===== config.mk =====
export PLATFORM = sky130hd
export DESIGN_NAME = eth_tx_arbiter
export DESIGN_NICKNAME = d
export VERILOG_FILES = /design/src/rtl/eth_tx_arbiter.sv
export SDC_FILE = /design/constraint.sdc
export NUM_CORES = 1
export LEC_CHECK = 0
export ABC_AREA = 1
export CORE_AREA = 2 2 66 68
export DETAILED_ROUTE_END_ITERATION = 10
export DIE_AREA = 0 0 68 70
export PLACE_DENSITY = 0.86
export SYNTH_ARGS = -nofsm -noshare
export SYNTH_HDL_FRONTEND = slang
export SYNTH_SLANG_ARGS = --single-unit
export TNS_END_PERCENT = 5

===== constraint.sdc =====
create_clock -name clk -period 5.1 [get_ports clk]
set_clock_uncertainty 0.05 [all_clocks]
set_input_delay 0.51 -clock clk [delete_from_list [all_inputs] [get_ports clk]]
set_output_delay 0.51 -clock clk [all_outputs]
set_load 0.01 [all_outputs]

===== src/rtl/eth_tx_arbiter.sv =====
`default_nettype none
// ============================================================================
// Module      : eth_tx_arbiter
// Description : Shares one Ethernet TX byte path between an ARP sender and a
//               UDP sender. A requester gets a one-clock grant pulse. The
//               owner's frame is then forwarded with one clock of latency,
//               followed by an enforced inter-frame gap. A start watchdog
//               covers the time from grant to the owner's first tx_en. A
//               frame watchdog cuts frames that run too long.
// Revision    : 1.0 - initial release
// ----------------------------------------------------------------------------
// Ports
//   clk          in   125 MHz TX byte clock
//   rst_n        in   asynchronous active-low reset
//   arp_req      in   ARP sender level request, held until arp_grant
//   arp_tx_en    in   ARP sender frame-valid
//   arp_data     in   ARP sender byte
//   udp_req      in   UDP sender level request, held until udp_grant
//   udp_tx_en    in   UDP sender frame-valid
//   udp_data     in   UDP sender byte
//   arp_grant    out  one-clock start pulse to the ARP sender
//   udp_grant    out  one-clock start pulse to the UDP sender
//   tx_en        out  arbitrated frame-valid to the MII serializer
//   tx_data      out  arbitrated byte to the serializer and CRC
//   sel_arp      out  ARP is the current or last owner (CRC data mux select)
//   busy         out  arbiter is not idle
//   timeout_err  out  one-clock pulse on a start or frame timeout
// ============================================================================
module eth_tx_arbiter #(
  parameter int IFG_CYCLES       = 12,
  parameter int MAX_FRAME_CYCLES = 1600,
  parameter int START_TIMEOUT    = 64,
  parameter int ARP_PRIORITY     = 1
) (
  input  logic       clk,
  input  logic       rst_n,
  input  logic       arp_req,
  input  logic       arp_tx_en,
  input  logic [7:0] arp_data,
  input  logic       udp_req,
  input  logic       udp_tx_en,
  input  logic [7:0] udp_data,
  output logic       arp_grant,
  output logic       udp_grant,
  output logic       tx_en,
  output logic [7:0] tx_data,
  output logic       sel_arp,
  output logic       busy,
  output logic       timeout_err
);

  // Counter widths are sized to hold the parameter values themselves.
  localparam int ST_W = (START_TIMEOUT    > 0) ? $clog2(START_TIMEOUT + 1)    : 1;
  localparam int FC_W = (MAX_FRAME_CYCLES > 0) ? $clog2(MAX_FRAME_CYCLES + 1) : 1;
  localparam int GC_W = (IFG_CYCLES       > 0) ? $clog2(IFG_CYCLES + 1)       : 1;

  localparam logic [ST_W-1:0] C_START_LAST = ST_W'((START_TIMEOUT > 0) ? START_TIMEOUT - 1 : 0);
  localparam logic [FC_W-1:0] C_FRAME_MAX  = FC_W'(MAX_FRAME_CYCLES);
  localparam logic [GC_W-1:0] C_IFG_LOAD   = GC_W'(IFG_CYCLES);

  typedef enum logic [1:0] {
    S_IDLE  = 2'd0,
    S_GRANT = 2'd1,
    S_FRAME = 2'd2,
    S_IFG   = 2'd3
  } state_t;

  state_t          state_q;
  logic            tx_en_q;
  logic [7:0]      tx_data_q;
  logic            arp_grant_q;
  logic            udp_grant_q;
  logic            owner_arp_q;   // current/last owner, doubles as sel_arp
  logic            busy_q;
  logic            timeout_err_q;
  logic [ST_W-1:0] start_cnt_q;
  logic [FC_W-1:0] frame_cnt_q;   // tx_en=1 output clocks in this frame
  logic [GC_W-1:0] gap_cnt_q;
  logic            wd_hold_q;     // frame was cut; wait for owner to drop tx_en
  logic            rr_arp_q;      // round-robin: ARP wins the next tie

  logic            owner_tx_en_w;
  logic [7:0]      owner_data_w;
  logic            win_arp_w;

  // Only the owner's lane reaches the datapath; the other lane is ignored.
  always_comb begin
    owner_tx_en_w = owner_arp_q ? arp_tx_en : udp_tx_en;
    owner_data_w  = owner_arp_q ? arp_data  : udp_data;
  end

  // Winner selection. A lone requester always wins; ties go to ARP in
  // fixed-priority mode or follow the round-robin pointer otherwise.
  always_comb begin
    if (ARP_PRIORITY != 0) begin
      win_arp_w = arp_req;
    end else begin
      win_arp_w = arp_req & (~udp_req | rr_arp_q);
    end
  end

  always_ff @(posedge clk or negedge rst_n) begin
    if (!rst_n) begin
      state_q       <= S_IDLE;
      tx_en_q       <= 1'b0;
      tx_data_q     <= 8'h00;
      arp_grant_q   <= 1'b0;
      udp_grant_q   <= 1'b0;
      owner_arp_q   <= 1'b0;
      busy_q        <= 1'b0;
      timeout_err_q <= 1'b0;
      start_cnt_q   <= '0;
      frame_cnt_q   <= '0;
      gap_cnt_q     <= '0;
      wd_hold_q     <= 1'b0;
      rr_arp_q      <= 1'b0;
    end else begin
      // Pulses default low every clock.
      arp_grant_q   <= 1'b0;
      udp_grant_q   <= 1'b0;
      timeout_err_q <= 1'b0;

      case (state_q)
        S_IDLE: begin
          tx_en_q   <= 1'b0;
          tx_data_q <= 8'h00;
          if (arp_req || udp_req) begin
            owner_arp_q <= win_arp_w;
            arp_grant_q <= win_arp_w;
            udp_grant_q <= ~win_arp_w;
            // The loser of this round is favoured next time.
            rr_arp_q    <= ~win_arp_w;
            start_cnt_q <= '0;
            state_q     <= S_GRANT;
            busy_q      <= 1'b1;
          end
        end

        S_GRANT: begin
          if (owner_tx_en_w) begin
            // The first byte is captured on the same edge as the state change
            // so the output trails the owner by exactly one clock.
            tx_en_q     <= 1'b1;
            tx_data_q   <= owner_data_w;
            frame_cnt_q <= FC_W'(1);
            start_cnt_q <= '0;
            state_q     <= S_FRAME;
          end else if (start_cnt_q >= C_START_LAST) begin
            timeout_err_q <= 1'b1;
            start_cnt_q   <= '0;
            state_q       <= S_IDLE;
            busy_q        <= 1'b0;
          end else begin
            start_cnt_q <= start_cnt_q + ST_W'(1);
          end
        end

        S_FRAME: begin
          if (!owner_tx_en_w) begin
            tx_en_q     <= 1'b0;
            tx_data_q   <= 8'h00;
            frame_cnt_q <= '0;
            gap_cnt_q   <= C_IFG_LOAD;
            state_q     <= S_IFG;
          end else if (frame_cnt_q >= C_FRAME_MAX) begin
            // Watchdog cut: the gap only starts once the owner lets go.
            tx_en_q       <= 1'b0;
            tx_data_q     <= 8'h00;
            timeout_err_q <= 1'b1;
            frame_cnt_q   <= '0;
            gap_cnt_q     <= C_IFG_LOAD;
            wd_hold_q     <= 1'b1;
            state_q       <= S_IFG;
          end else begin
            tx_en_q     <= 1'b1;
            tx_data_q   <= owner_data_w;
            frame_cnt_q <= frame_cnt_q + FC_W'(1);
          end
        end

        S_IFG: begin
          tx_en_q   <= 1'b0;
          tx_data_q <= 8'h00;
          if (wd_hold_q) begin
            if (!owner_tx_en_w) begin
              wd_hold_q <= 1'b0;
              gap_cnt_q <= C_IFG_LOAD;
            end
          end else if (gap_cnt_q <= GC_W'(1)) begin
            // IFG occupies IFG_CYCLES clocks (at least one).
            gap_cnt_q <= '0;
            state_q   <= S_IDLE;
            busy_q    <= 1'b0;
          end else begin
            gap_cnt_q <= gap_cnt_q - GC_W'(1);
          end
        end

        default: begin
          state_q   <= S_IDLE;
          busy_q    <= 1'b0;
          tx_en_q   <= 1'b0;
          tx_data_q <= 8'h00;
        end
      endcase
    end
  end

  assign arp_grant   = arp_grant_q;
  assign udp_grant   = udp_grant_q;
  assign tx_en       = tx_en_q;
  assign tx_data     = tx_data_q;
  assign sel_arp     = owner_arp_q;
  assign busy        = busy_q;
  assign timeout_err = timeout_err_q;

endmodule
`default_nettype wire


==> impl_metrics.json, run 1 <==
{
  "cp.depth": 1,
  "max_freq_mhz": 448,
  "synth_top_area_share_pct": 43.7,
  "grt_usage_pct": 21.6,
  "ctsLongestPathBuffers": 2,
  "rsz0062_at_grt": "false",
  "antenna_found_initial": 0,
  "min_period_ps": 2230,
  "yosysWarnings": 0,
  "n_antenna_cell": 0,
  "overflow": 0,
  "seq_area_frac_synth_pct": 43.7,
  "ant_nets": 0,
  "max_slew_margin_pct": 42.1,
  "worst_skew_pair.late_latency_ps": 300,
  "combinationalPowerShare_pct": 48.3,
  "place_inst": 349,
  "fin_nets": 336,
  "start_util_pct": 53.9,
  "hold_path_class": "in -> async",
  "maxCapViolCount": 0,
  "final_common_cell": "nand2_1",
  "clock_power_share_pct": 15.7,
  "viasPerCell": 5.14,
  "yosys-top-cells-area": "dfrtp_1 (44%), nand2_1 (9.9%), o21ai_0 (6.3%)",
  "syn2layout_area_growth_pct": 21.1,
  "cp_data_required_time_ps": 4540,
  "finalCritPeriodShare_pct": 43.8,
  "mostFrequentLayoutCells": "nand2_1 (59), dfrtp_1 (39), inv_1 (36)",
  "drt-initial-drc-count": 139,
  "hold_viol_final": 0,
  "die-height_um": 70,
  "finalSetupTns_ps": 0,
  "cts.reportedPaths.clkPinSlew_ps": 80,
  "syn_inst": 265,
  "h-tree-depth": 2,
  "wl_per_cell_um": 12.0,
  "p_seq_share_pct": 35.9,
  "core_um2": 4140,
  "power.static_leakage_nw": 1.25,
  "endpoint_kind": "output port",
  "avgSynthCellArea_um2": 8.43,
  "postCtsHoldBufs": 0,
  "slowest_stage": "dfrtp_1",
  "cts-root-buf": "clkbuf_8",
  "numPortBuffers": 35,
  "grt_max_degree": 40,
  "cts-buffers-inserted": 5,
  "syn-num-nets": 297,
  "critPathMaxFanout": 12,
  "hpwl_um": 3240,
  "synth_seq_cells": 39,
  "drv_slew": 0,
  "path_cells": "clkdlybuf4s50_1",
  "slowest_delay_ps": 720,
  "cts_sinks": 39,
  "ios": 36,
  "globalplace.congestion": 0.834,
  "cp.arrival_ps": 1670,
  "drive_above_1_share_pct": 10.5,
  "cts_tree": "done",
  "p_switching_uw": 582,
  "worstMarginPinSlew_ps": 869,
  "dieArea_um2": 4760,
  "yosys.cell_types.count": 39,
  "path_buf_inv": 1,
  "critPathKind": "reg -> out",
  "post-route-drc-count": 0,
  "ctsResizeCount": 0,
  "yosysTopAreaCell": "dfrtp_1",
  "cp-start-kind": "register",
  "dr.pass1.iters": 4,
  "grt_pass1_vias": 1870,
  "peakVddDrop_v": 0.000274,
  "swShare_pct": 43.7,
  "status": "complete, no violations",
  "finalSetupViolations": 0,
  "stdcell_count": 357,
  "vias": 1836,
  "intPower_uw": 750,
  "reg2reg_depth": 8,
  "wirelength_um": 4270,
  "die_w_um": 68,
  "cp_top_family": "flip-flops",
  "grt_pass1_wl_um": 7910,
  "syn_area_um2": 2230,
  "powerDensity_nw_per_um2": 493,
  "post_cts_buffers": 0,
  "num_rows": 24
}
## worst reg2reg max path: cells and delay by family (launching register included)
| family | cells | cell delay, ps |
|---|---|---|
| simple gates | 5 | 710 |
| flops | 1 | 720 |
| buf+inv | 2 | 280 |
| compound gates | 1 | 90 |
## stage by stage
step	utilization [%]	cell area, um2	hold WS (ps)	worst slack (ps)	power (mW)
2_1_floorplan	-	2230	164	3500	0.940
3_5_place_dp	63.1	2620	425	3060	1.13
6_report	65.3	2710	272	2870	1.33
3_3_place_gp	63.1	2620	415	3160	1.10
5_1_grt	65.3	2710	347	2830	1.45
4_1_cts	65.3	2710	299	2860	1.34
## synth_stat cells
cell type,instances
nor3_1,4
nand4_1,4
nor2_8,1
nand3_4,1
nand3_2,2
buf_2,1
nor2_4,1
o211ai_1,1
inv_2,3
nor2_1,21
a21boi_0,1
nand2_4,4
nor3b_2,1
dfrtp_1,39
or2_2,1
o21ai_2,2
nor3b_1,1
mux2i_1,8
o22ai_1,1
xnor2_1,1
a21boi_1,1
o21ai_1,2
a31oi_1,2
clkinv_4,1
a21oi_1,3
ha_1,10
inv_1,36
a21oi_4,1
nand3_1,13
nor2_2,1
nand2_2,1
and3_1,1
nand2_1,59
buf_6,2
and3b_1,1
a21oi_2,2
nor3_2,1
o21ai_0,28
nand3b_1,2
## metal layers
layer | GRT usage, % | wire length (um) | vias up | part of all wire, %
met1 | 28.1 | 1890 | 843 | 44
met2 | 34.1 | 2050 | 57 | 48
met3 | 5.15 | 289 | 6 | 6.8
met5 | 0 | 0 | - | 0
met4 | 8.44 | 42 | 0 | 0.98
li1 | - | - | 930 | -
## power by group through the flow
stage | Sequential (mW) | Clock [mW] | Combinational, mW
after floorplan | 0.472 | 0 | 0.467
after global placement | 0.481 | 0 | 0.623
after detailed placement | 0.483 | 0 | 0.647
after CTS | 0.479 | 0.214 | 0.650
after global routing | 0.490 | 0.224 | 0.739
final | 0.479 | 0.210 | 0.644
## kinds of logic after synthesis
logic type                 share of synthesized area [%]
buffers and inverters                               8.18
and+or+nand+nor                                     27.0
AOI/OAI and AO/OA                                   11.5
DFF                                                 43.7
adders and majority gates                           5.60
xor gates and xnor gates                           0.392
muxes                                               3.59
## flip-flops by register name (all words and copies together) (netlist names), named ones only
signal and count:
tx_en 1, timeout_err 1, wd_hold_q 1, busy 1
udp_grant 1, start_cnt_q 7, tx_data 8, arp_grant 1
state_q 1, sel_arp 1, frame_cnt_q 11, gap_cnt_q 4
## path summary, 6_finish.rpt
path	startpoint	endpoint	slack, ps
max	sel_arp	sel_arp	2870
min	rst_n	frame_cnt_q[4]	270
max reg2reg	sel_arp	start_cnt_q[4]	3190
min reg2reg	tx_data[6]	tx_data[6]	440
max in group asynchronous	rst_n	busy	4170
min in group clk	tx_data[6]	tx_data[6]	440
## layout make-up
type | instances | area, um2
clock buffer | 5 | 68.8
clock inverter | 3 | 20.0
fill | 324 | 1440
inverter | 40 | 155
multi-input combinational | 183 | 1070
sequential | 39 | 976
tap | 52 | 65.1
timing repair buffer | 35 | 345
(Power assumes the default switching activity.)
==> run 2, diff against run 1 <==
--- a/config.mk
+++ b/config.mk
@@ -6,10 +6,10 @@
 export NUM_CORES = 1
 export LEC_CHECK = 0
 export ABC_AREA = 1
-export CORE_AREA = 2 2 66 68
+export CORE_AREA = 2 2 68 70
 export DETAILED_ROUTE_END_ITERATION = 10
-export DIE_AREA = 0 0 68 70
-export PLACE_DENSITY = 0.86
+export DIE_AREA = 0 0 70 72
+export PLACE_DENSITY = 0.82
 export SYNTH_ARGS = -nofsm -noshare
 export SYNTH_HDL_FRONTEND = slang
 export SYNTH_SLANG_ARGS = --single-unit
==> constraint.sdc (replaced) <==
create_clock -name clk -period 2.3 [get_ports clk]
set_clock_uncertainty 0.05 [all_clocks]
set_input_delay 0.23 -clock clk [delete_from_list [all_inputs] [get_ports clk]]
set_output_delay 0.23 -clock clk [all_outputs]
set_load 0.01 [all_outputs]
==> impl_metrics.json, run 2 (synthesis gave the netlist of run 1 again) <==
{
  "endpoint_kind": "register",
  "mostFrequentLayoutCells": "nand2_1 (59), dfrtp_1 (39), inv_1 (36)",
  "cp-endpoint": "frame_cnt_q[9]",
  "rr_endpoint": "frame_cnt_q[9]",
  "drt-initial-drc-count": 120,
  "die-height_um": 72,
  "cts.reportedPaths.clkPinSlew_ps": 80,
  "core_um2": 4260,
  "utilization_pct": 63.9,
  "worstMarginPinSlew_ps": 870,
  "hold_ws_ps": -4.24,
  "regToRegStartpoint": "state_q[0]",
  "p_switching_mw": 1.28,
  "placed_area_um2": 2620,
  "cp.depth": 9,
  "drive_above_1_share_pct": 10.5,
  "p_seq_share_pct": 33.8,
  "fin_nets": 337,
  "ctsLongestPathBuffers": 2,
  "cp_data_required_time_ps": 2430,
  "wirelength_um": 4440,
  "die_w_um": 70,
  "min_period_ps": 1870,
  "seqCellArea_um2": 976,
  "dp_slack_ps": 490,
  "stdcell_count": 358,
  "cts_tree": "done",
  "setup_ws_ps": 435,
  "overflow": 0,
  "reg2reg_depth": 9,
  "num_rows": 24,
  "rsz0062_at_grt": "false",
  "critPathMaxFanout": 12,
  "ios": 36,
  "start_util_pct": 52.4,
  "cts-buffers-inserted": 5,
  "post-route-drc-count": 0,
  "largest_reg_flops": 11,
  "dr.pass1.iters": 4,
  "grt_pass1_wl_um": 7820,
  "reg2reg_slack_ps": 430,
  "antenna_found_initial": 0,
  "finalSetupTns_ps": 0,
  "cts_sinks": 39,
  "regMostFlops": "frame_cnt_q",
  "critPathKind": "reg -> reg",
  "peakVddDrop_v": 0.000641,
  "status": "finished with violations",
  "finalCritPeriodShare_pct": 81.1,
  "syn2layout_area_growth_pct": 22.0,
  "post_cts_buffers": 0,
  "multiInputGateArea_um2": 1070,
  "path_buf_inv": 3,
  "grt_usage_pct": 19.4,
  "dieArea_um2": 5040,
  "slowest_stage": "dfrtp_1",
  "cp.arrival_ps": 2000,
  "n_antenna_cell": 0,
  "hold_path_class": "in -> async",
  "cp_top_family": "simple AND/OR/NAND/NOR gates",
  "place_inst": 350,
  "final_cell_area_um2": 2720,
  "intPower_mw": 1.74,
  "ant_nets": 0,
  "hpwl_um": 3190,
  "maxCapViolCount": 0,
  "worst_skew_pair.late_latency_ps": 290,
  "swShare_pct": 42.5,
  "path_cells": "inv_1 -> ha_1 -> inv_1 -> nand2_1 -> nand2_4 -> inv_2 -> nand4_1 -> nand2_1 -> nor2_1",
  "cp-start-kind": "register",
  "combinationalPowerShare_pct": 49.3,
  "viasPerCell": 5.08,
  "finalSetupViolations": 0,
  "cp-startpoint": "state_q[0]",
  "h-tree-depth": 2,
  "grt_max_degree": 40,
  "grt_pass1_vias": 1758,
  "cts-root-buf": "clkbuf_8",
  "power.static_leakage_nw": 1.27,
  "powerDensity_nw_per_um2": 1110,
  "max_freq_mhz": 536,
  "numPortBuffers": 35,
  "postCtsHoldBufs": 0,
  "max_slew_margin_pct": 42.0,
  "ctsResizeCount": 0,
  "failed_checks": "hold timing",
  "slowest_delay_ps": 440,
  "hold_viol_final": 11,
  "drv_slew": 0,
  "globalplace.congestion": 0.813,
  "nFillCells": 377,
  "wl_per_cell_um": 12.4,
  "clock_power_share_pct": 16.9,
  "final_common_cell": "nand2_1",
  "vias": 1818
}
==> run 2: cell count changes in the layout (fill, tap and decap cells not counted), sizes merged <==
cell | previous run | this run
clkbuf | 5 | 8
clkinv | 2 | 1
buf | 1 | 2
clkinvlp | 2 | 0
==> run 2: routing by layer <==
layer	vias up	wire length (um)	track usage, %	share of wire (%)
li1	941	-	-	-
met1	834	2030	24.8	46
met2	37	2100	32.2	47
met3	6	252	5.00	5.7
met4	0	60	7.05	1.4
met5	-	0	0	0
==> run 2: through the flow <==
step                hold slack [ps]  power (mW)
floorplan                      -116        2.08
global placement                344        2.48
detailed placement              342        2.52
CTS                            16.2        3.04
global route                   70.0        3.27
finish                        -4.24        3.02
==> run 2: power groups by stage <==
stage	clock network, mW	registers, mW	logic [mW]
2_1_floorplan	0	1.05	1.04
4_1_cts	0.515	1.02	1.51
5_1_grt	0.536	1.05	1.68
3_3_place_gp	0	1.02	1.46
3_5_place_dp	0	1.03	1.49
6_report	0.512	1.02	1.49
==> run 2: worst min path at each step <==
stage,startpoint,to,slack (ps)
detailed placement,rst_n,gap_cnt_q[2],340
CTS,rst_n,gap_cnt_q[2],20
floorplan,rst_n,async pin,-120
global route,rst_n,gap_cnt_q[1],70
finish,rst_n,gap_cnt_q[0],-4
global placement,rst_n,gap_cnt_q[2],340
==> run 2: layout make-up <==
type	count	area share, %
Sequential cell	39	35.8
Tap cell	52	2.39
Clock buffer	8	3.67
Timing Repair Buffer	36	13.0
Multi-Input combinational cell	183	39.5
Inverter	40	5.70
==> run 2: worst reg2reg max path, delay by kind of cell, from the launching register on <==
kind	cells	cell delay, ps
flops	1	440
simple gates	5	540
fa+ha+maj	1	350
buf+inv	3	390
